==> config.mk <==
export PLATFORM = sky130hd
export DESIGN_NAME = riscv_regfile_mp
export DESIGN_NICKNAME = d
export VERILOG_FILES = /design/src/rtl/riscv_regfile_pkg.sv /design/src/rtl/riscv_dst_delay.sv /design/src/rtl/riscv_regfile_mp.sv
export SDC_FILE = /design/constraint.sdc
export NUM_CORES = 2
export LEC_CHECK = 0
export BUFFER_PORTS_ARGS = -buffer_cell sky130_fd_sc_hd__buf_2
export CORE_ASPECT_RATIO = 1.5
export CORE_MARGIN = 3
export CORE_UTILIZATION = 55
export CTS_CLUSTER_DIAMETER = 100
export DETAILED_ROUTE_END_ITERATION = 8
export GPL_TIMING_DRIVEN = 0
export PLACE_DENSITY_LB_ADDON = 0.12
export SETUP_SLACK_MARGIN = 0.1
export SKIP_CTS_REPAIR_TIMING = 1
export SYNTH_ARGS = -nofsm -noshare
export SYNTH_HDL_FRONTEND = slang
export SYNTH_HIERARCHICAL = 1
export SYNTH_SLANG_ARGS = --single-unit
==> constraint.sdc <==
create_clock -name clk_i -period 4.45 [get_ports clk_i]
set_clock_uncertainty 0.1 [all_clocks]
set_input_delay 0.89 -clock clk_i [delete_from_list [all_inputs] [get_ports clk_i]]
set_output_delay 0.89 -clock clk_i [all_outputs]
set_load 0.01 [all_outputs]
==> src/rtl/riscv_regfile_pkg.sv <==
// Shared types and defaults for the multi-port register file and its destination delay line.
// Entry addresses are held at MAX_AW bits so one struct serves any NREG up to 2**MAX_AW.
package riscv_regfile_pkg;
  localparam int DEF_XLEN     = 32;
  localparam int DEF_NREG     = 32;
  localparam int MAX_WB_DELAY = 7;
  localparam int MAX_AW       = 8;

  typedef struct packed {
    logic              valid;
    logic [MAX_AW-1:0] addr;
  } dst_entry_t;
endpackage

==> src/rtl/riscv_dst_delay.sv <==
// Shift register of destination entries; DEPTH cycles latency, never stalls (no backpressure).
// Head is the oldest stage, or the input itself when DEPTH is 0.
module riscv_dst_delay
  import riscv_regfile_pkg::*;
#(
  parameter int DEPTH = 3,
  localparam int SLOTS = (DEPTH > 0) ? DEPTH : 1
) (
  input  logic                   clk_i,
  input  logic                   rst_i,
  input  dst_entry_t             dstIn,
  output dst_entry_t [SLOTS-1:0] stages,
  output dst_entry_t             head
);
  generate
    if (DEPTH == 0) begin : gNone
      assign stages = '0;
      assign head   = dstIn;
    end else begin : gPipe
      dst_entry_t [SLOTS-1:0] pipe;

      always_ff @(posedge clk_i) begin
        if (!rst_i) begin
          pipe <= '0;
        end else begin
          pipe[0] <= dstIn;
          for (int i = 1; i < DEPTH; i++) pipe[i] <= pipe[i-1];
        end
      end

      assign stages = pipe;
      assign head   = pipe[DEPTH-1];
    end
  endgenerate
endmodule

==> src/rtl/riscv_regfile_mp.sv <==
// Register file with NUM_RD registered read ports (1 cycle, held while RdEn_i=0) and one write port
// whose destination is delayed WB_DELAY cycles to meet writeback data; no backpressure on writes.
module riscv_regfile_mp
  import riscv_regfile_pkg::*;
#(
  parameter int XLEN     = DEF_XLEN,
  parameter int NREG     = DEF_NREG,
  parameter int AW       = $clog2(NREG),
  parameter int NUM_RD   = 2,
  parameter int WB_DELAY = 3,
  parameter int BYPASS   = 1,
  parameter int ZERO_REG = 1
) (
  input  logic                   clk_i,
  input  logic                   rst_i,
  input  logic                   RdEn_i,
  input  logic [NUM_RD*AW-1:0]   AddrR_i,
  output logic [NUM_RD*XLEN-1:0] DataR_o,
  output logic [NUM_RD-1:0]      Hazard_o,
  input  logic [AW-1:0]          AddrD_i,
  input  logic                   DstVal_i,
  input  logic [XLEN-1:0]        DataD_i,
  input  logic                   RegWEn_i,
  output logic                   WrErr_o
);
  localparam int SLOTS = (WB_DELAY > 0) ? WB_DELAY : 1;

  dst_entry_t             dstIn;
  dst_entry_t             head;
  dst_entry_t [SLOTS-1:0] stages;
  logic [XLEN-1:0]        regs [NREG];
  logic [NUM_RD*XLEN-1:0] rdNext;
  logic [NUM_RD-1:0]      hazNext;
  logic                   doWrite;
  logic                   wrKeep;

  assign dstIn = {DstVal_i, MAX_AW'(AddrD_i)};

  riscv_dst_delay #(.DEPTH(WB_DELAY)) uDelay (
    .clk_i  (clk_i),
    .rst_i  (rst_i),
    .dstIn  (dstIn),
    .stages (stages),
    .head   (head)
  );

  assign doWrite = RegWEn_i && head.valid;
  assign wrKeep  = doWrite && !((ZERO_REG != 0) && (head.addr == '0));

  always_ff @(posedge clk_i) begin
    if (!rst_i) begin
      for (int r = 0; r < NREG; r++) regs[r] <= '0;
      WrErr_o <= 1'b0;
    end else begin
      for (int r = 0; r < NREG; r++) begin
        if (wrKeep && (head.addr == MAX_AW'(r))) regs[r] <= DataD_i;
      end
      if (RegWEn_i && !head.valid) WrErr_o <= 1'b1;
    end
  end

  generate
    for (genvar p = 0; p < NUM_RD; p++) begin : gPort
      logic [AW-1:0] ra;
      logic          isZero;
      logic          bypassHit;
      logic          inFlight;

      assign ra        = AddrR_i[p*AW +: AW];
      assign isZero    = (ZERO_REG != 0) && (ra == '0);
      assign bypassHit = (BYPASS != 0) && doWrite && (head.addr == MAX_AW'(ra));
      assign rdNext[p*XLEN +: XLEN] = isZero ? '0 : (bypassHit ? DataD_i : regs[ra]);

      // The stage retiring this cycle no longer counts as in flight.
      always_comb begin
        inFlight = DstVal_i && (AddrD_i == ra) && !((WB_DELAY == 0) && doWrite);
        for (int i = 0; i < WB_DELAY; i++) begin
          if (stages[i].valid && (stages[i].addr == MAX_AW'(ra)) &&
              !((i == WB_DELAY - 1) && doWrite))
            inFlight = 1'b1;
        end
      end

      assign hazNext[p] = inFlight && !isZero;
    end
  endgenerate

  always_ff @(posedge clk_i) begin
    if (!rst_i) begin
      DataR_o  <= '0;
      Hazard_o <= '0;
    end else if (RdEn_i) begin
      DataR_o  <= rdNext;
      Hazard_o <= hazNext;
    end
  end
endmodule

; Word level (Yosys, flattened, before mapping)
; Memories as Yosys holds them, arrays and structs flattened.
; Cells that the tools add are included.
; Widths: inputs -> output; s select.
[classes]
n_addsub = 0
n_mul = 0
div = 0
magnitude_cmp = 0
n_eq_ne = 39
shifts = 0
muxes = 139
bitwise_logic = 32
n_reduce_logical = 57
[ops]
columns = cell, n
row1 = $mux 32, 36
row2 = $eq 8x5->1 const B, 16
row3 = $mux 1, 103
row4 = $eq 8x4->1 const B, 8
row5 = $logic_and 1x1->1, 49
row6 = $eq 8x5->1, 6
row7 = $eq 8x3->1 const B, 4
row8 = $or 1x1->1, 32
row9 = $eq 8x2->1 const B, 2
row10 = $eq 5x5->1, 2
row11 = $logic_not 5->1, 2
row12 = $eq 8x1->1 const B, 1
row13 = $logic_not 8->1, 1
row14 = $logic_not 1->1, 5
[totals]
reg_bits = 94
latch_bits = 0
ram_bits = 1024
romBits = 0
input_bits = 52
word_cells = 278
memories = 1
[memory_table]
columns = memory, depth, word_bits, read_ports, rd_clocked_by_memory_dff, write_ports, line
row1 = regs, 32, 32, 2, 0, 32, riscv_regfile_mp.sv:31  ; logic [XLEN-1:0] regs [NREG];

; Logic depth before layout (Yosys ltp)
[logic_depth]
word_depth = 8
ltp_mapped = 12
depth_no_buf = 6

; Cells and area by module
; Netlist, hierarchy kept.
[by_module_without_submodules]
columns = mod, instances, cells_per_inst, area_each_um2, seq_area_each_um2
row1 = riscv_regfile_mp, 1, 3362, 52600.4, 32090.8
row2 = riscv_dst_delay, 1, 65, 825.8, 540.5

; Least setup slack after synthesis
; Ideal clock, no wire load.
[synth_path]
kind = input -> register
startpoint = input port RegWEn_i
endpoint = memory regs[18][0] in the netlist's numbering (enable)
t_arrival_ns = 4.051
required_time_ns = 3.884
setup_slack_ns = -0.167
cell_stages = 5
n_path_buf = 0
path_cell_list = nand2_1 -> nor4_1 -> nand2_1 -> or3_1 -> o21ai_0
[synth_lines]
columns = item, line
row1 = "start, declared", riscv_regfile_mp.sv:23  ; input logic RegWEn_i,
row2 = "end, declared", riscv_regfile_mp.sv:31

; Worst setup path after layout
[layout_path]
startpoint = input port AddrR_i[2]
endpoint = register DataR_o[7]
[layout_via]
elab_chain_cells = 4
word_cells_on_any_way = 6
classes_between = eq/ne: 1 / mux: 2 / reduce/logical: 2 / memory: 1
[layout_rtl]
columns = item, line
row1 = "start, declared", riscv_regfile_mp.sv:17  ; input logic [NUM_RD*AW-1:0] AddrR_i,
row2 = "parallel branches: the longest is 3 deep, another holds $mem_v2 32x32", n/a
row3 = $mux 32 *, riscv_regfile_mp.sv:72  ; assign rdNext[p*XLEN +: XLEN] = isZero ? '0 : (bypassHit ? DataD_i : regs[ra]);
row4 = "end signal, assigned", riscv_regfile_mp.sv:93  ; DataR_o <= rdNext;
row5 = "end, declared", riscv_regfile_mp.sv:18  ; output logic [NUM_RD*XLEN-1:0] DataR_o,
; Every way passes the cells marked *.
; A chain may end at the register's enable or synchronous reset.

==> implementation parameters <==
Parameter                              Value

Outcome
  Outcome    complete, but fails checks
  Violated checks    capacitance limit, slew limit, setup timing

Drt
  Average wire per standard cell    43.48 µm
  Post-detailed-route DRC marker count    0
  Iteration-0 DRC Markers    6,014
  Vias per inst    about 7.4
  Total routed wirelength    221,200 µm
  Number of optimization iterations in the first detailed-route pass    8
  Count of vias placed by the detailed router    37,427
  Residual antenna-violating net count after detailed routing    0

Synthesis
  Number of flops mapped to enable cells by yosys    1,024
  Post-synthesis instance total    approximately 3,400
  Most used flip-flop cell after synthesis    edfxtp_1
  Number of flip-flops and latches in the synthesized netlist    about 1,100
  Synth warnings    6
  Seq/Total Area, Yosys    61.08%
  Async set-reset flop share out of synthesis    0%
  Netlist cell types    52
  Mean instance size in the synthesized netlist    15.59 µm²
  Combined area of all synthesized cells    53,430 µm²

Clocking
  Clock tree from TritonCTS    yes
  Clock slew at the register clock pins of the worst setup and hold paths    roughly 60 ps
  Number of clock sinks    1,118
  Clock H-tree levels    3
  Source-to-sink clock delay at the later pin of the worst-skew pair    730 ps
  Clock Root Buffer    clkbuf_16
  Number of CTS-inserted buffers    a little over 100
  CTS Buffer Depth    3

Placement
  Number of buffers inserted by port buffering    112
  Cells after DPL    4,883
  Estimated wirelength of the detail-placed design    158,800 µm
  Global placer's final weighted congestion    between 1 and 1.5

Die
  Starting density of the core    55.65%
  Number of placed I/O pins    119
  Die Area    101,000 µm²
  Die Width    roughly 260 µm
  Number of rows in the core area    139
  Core outline area    96,000 µm²
  Die height    387.7 µm

Timing
  Final-layout worst hold slack    320.2 ps
  Share of the cycle needed by the critical path after routing    100.4%
  Final hold viol count    0
  Minimum clock period    4468 ps
  Relative slew slack    -5.711%
  Final setup vio count    1
  Unrepaired setup endpoints after global routing    no
  Highest clock rate    223.8 MHz
  Final setup margin    -17.61 ps
  Number of max-slew violations in the final report    33
  Worst slew pin tran    about 1600 ps

Global route
  Initial antenna violation count    11
  All-Layer GR Usage    43.88%
  Pin count of the biggest net entering global routing    27
  Total global routing overflow    0
  Global-route wire length before repair    295,000 µm
  Number of global-route vias before repair    36,469

Critical path
  Req. time, crit path    5020 ps
  Critical register-to-register path startpoint    uDelay/head[8]
  Critical Path AT    5030 ps
  Worst reg-to-reg path cell count    8
  Worst R2R End    regs[7][17]
  Worst-path maximum fanout    10
  Type of the worst setup path    in -> reg
  R2R Setup Slk    roughly 250 ps
  Critical path startpoint category    primary input
  Critical Path End Type    flip-flop

Cells and area
  Filler Cell Count    approximately 7,200
  Growth of design area from synthesis to finish    13.03%
  Number of nets in the layout    approximately 3,800
  Finished Layout Cells    between 5,000 and 6,000
  Fraction of final layout cells with drive strength greater than 1    between 20% and 30%
  Flip-flop and latch area    32,630 µm²
  Combined area of the multi-input logic cells    19,580 µm²

Hold path
  Critical hold path startpoint    DstVal_i
  Hold path cells    2
  Hold EP    uDelay/stages[8]
  Type of the worst min-delay path    in -> reg

Pwr
  Pwr/cell area    a little over 400 nW/µm²
  Combinational share of power    approximately an eighth
  Register share of total power    49.6%
  Leakage power of the design    21.34 nW
  Net switching share of the total power    ~26%
  Proportion of power drawn by the clock network    37.8%
  Internal Power    18.49 mW
  Power dissipated by switching net loads    6.450 mW
  VDD IR-drop max    about 470 µV

Job
  Reported max-cap violation count    3
==> worst max path at each step <==
| stage | startpoint | to | slack [ps] | cells past startpoint |
|---|---|---|---|---|
| 2_1_floorplan | RegWEn_i | regs[18][0] | -170 | 5 |
| 3_3_place_gp | RegWEn_i | regs[19][19] | -4340 | 6 |
| 4_1_cts | AddrR_i[2] | DataR_o[7] | -90 | 9 |
| 5_1_grt | AddrR_i[0] | DataR_o[9] | 180 | 11 |
| 6_report | AddrR_i[2] | DataR_o[7] | -20 | 9 |
| 3_5_place_dp | AddrR_i[2] | DataR_o[7] | -830 | 9 |
==> sequential cells by signal, indices dropped and copies added (netlist names) <==
signal         flops
regs            1024
DataR_o           64
uDelay/stages     18
uDelay/head        9
Hazard_o           2
WrErr_o            1
==> cells by family (layout without fill, tap and decap cells) <==
kind of cell              count (synthesis)  after routing  share of synthesized area, %
DFF                                    1118           1118                         61.08
xor gates and xnor gates                 50             50                        0.8197
other                                     1             45                      0.007019
buffers and inverters                   349            696                         2.944
AOI/OAI and AO/OA                       353            353                         4.670
and+or+nand+nor                         852            852                         6.667
muxes                                   704            704                         23.82
==> cell type report <==
class	instances	area share (%)
Antenna cell	10	0.04144
Buffer	313	2.430
Clock buffer	137	4.786
Clock inverter	56	1.046
Inverter	36	0.2238
Multi-Input combinational cell	1994	32.42
Sequential cell	1118	54.04
Tap cell	1269	2.629
Timing Repair Buffer	154	2.387
==> power groups by stage <==
stage / logic, mW / registers, mW / clock network, mW
floorplan: 1.65 / 12.5 / 0
global placement: 2.85 / 12.6 / 0
detailed placement: 2.99 / 12.6 / 0
CTS: 3.00 / 12.4 / 9.38
global route: 3.15 / 12.4 / 9.81
finish: 3.14 / 12.4 / 9.44
==> placed cells by master (no fill, tap or decap), drive strengths merged, types with 32 or more instances in the layout <==
cell type / netlist / final
o22ai: 133 / 133
nand3: 39 / 39
nand2: 114 / 114
clkinv: 0 / 35
o211ai: 40 / 40
dfxtp: 94 / 94
buf: 115 / 268
and2: 32 / 32
mux4: 448 / 448
nor2: 597 / 597
o21ai: 33 / 33
mux2: 48 / 48
edfxtp: 1024 / 1024
clkbuf: 198 / 335
a22oi: 40 / 40
inv: 36 / 38
mux2i: 208 / 208
conb: 1 / 35
a2111oi: 32 / 32
==> worst max-delay path: stages <==
cell	delay [ps]
clkbuf_1	450
clkbuf_2	600
nand3b_1	660
buf_2	540
o22ai_1	250
a2111oi_0	100
buf_2	220
a2111oi_0	1070
a221o_1	210
==> stage by stage <==
step	total power [mW]	utilization, %	setup TNS [ps]	area [µm²]	setup WS [ps]
2_1_floorplan	14.11	-	-10690	53550	-167.0
3_3_place_gp	15.41	58.02	-1686660	55700	-4339
3_5_place_dp	15.56	59.15	-174300	56790	-826.6
4_1_cts	24.72	62.82	-143.3	60310	-93.19
5_1_grt	25.37	62.87	0	60360	184.0
6_report	24.94	62.90	-17.61	60390	-17.61
==> synthesized netlist by cell type, types with 7 or more instances <==
library cell / instances / area, µm²
a2111oi_0: 27 / 236.5
a21oi_1: 22 / 110.1
a221o_1: 24 / 240.2
a22o_1: 8 / 70.07
a22oi_1: 40 / 300.3
a31oi_1: 8 / 50.05
and2_1: 11 / 68.82
and2_2: 21 / 157.7
buf_1: 26 / 97.59
buf_2: 52 / 260.3
buf_4: 26 / 195.2
buf_6: 9 / 101.4
clkbuf_1: 198 / 743.2
dfxtp_1: 94 / 1882
edfxtp_1: 1024 / 30750
inv_1: 36 / 135.1
mux2_2: 48 / 540.5
mux2i_1: 208 / 2082
mux4_2: 445 / 10020
nand2_1: 114 / 427.9
nand2b_1: 7 / 43.79
nand3_1: 39 / 195.2
nand4_1: 7 / 43.79
nor2_1: 597 / 2241
nor3_1: 8 / 40.04
nor4_1: 17 / 106.4
o211ai_1: 40 / 300.3
o21ai_0: 33 / 165.2
o22ai_1: 133 / 832.1
xnor2_1: 26 / 227.7
xor2_1: 24 / 210.2
==> metal layers <==
layer  track usage, %  routed length (µm)
met1            52.99               70640
met2            64.98               98730
met3            16.70               32260
met4            30.88               19500
met5                0                  40
No activity file was read; power rests on OpenSTA's default activity.
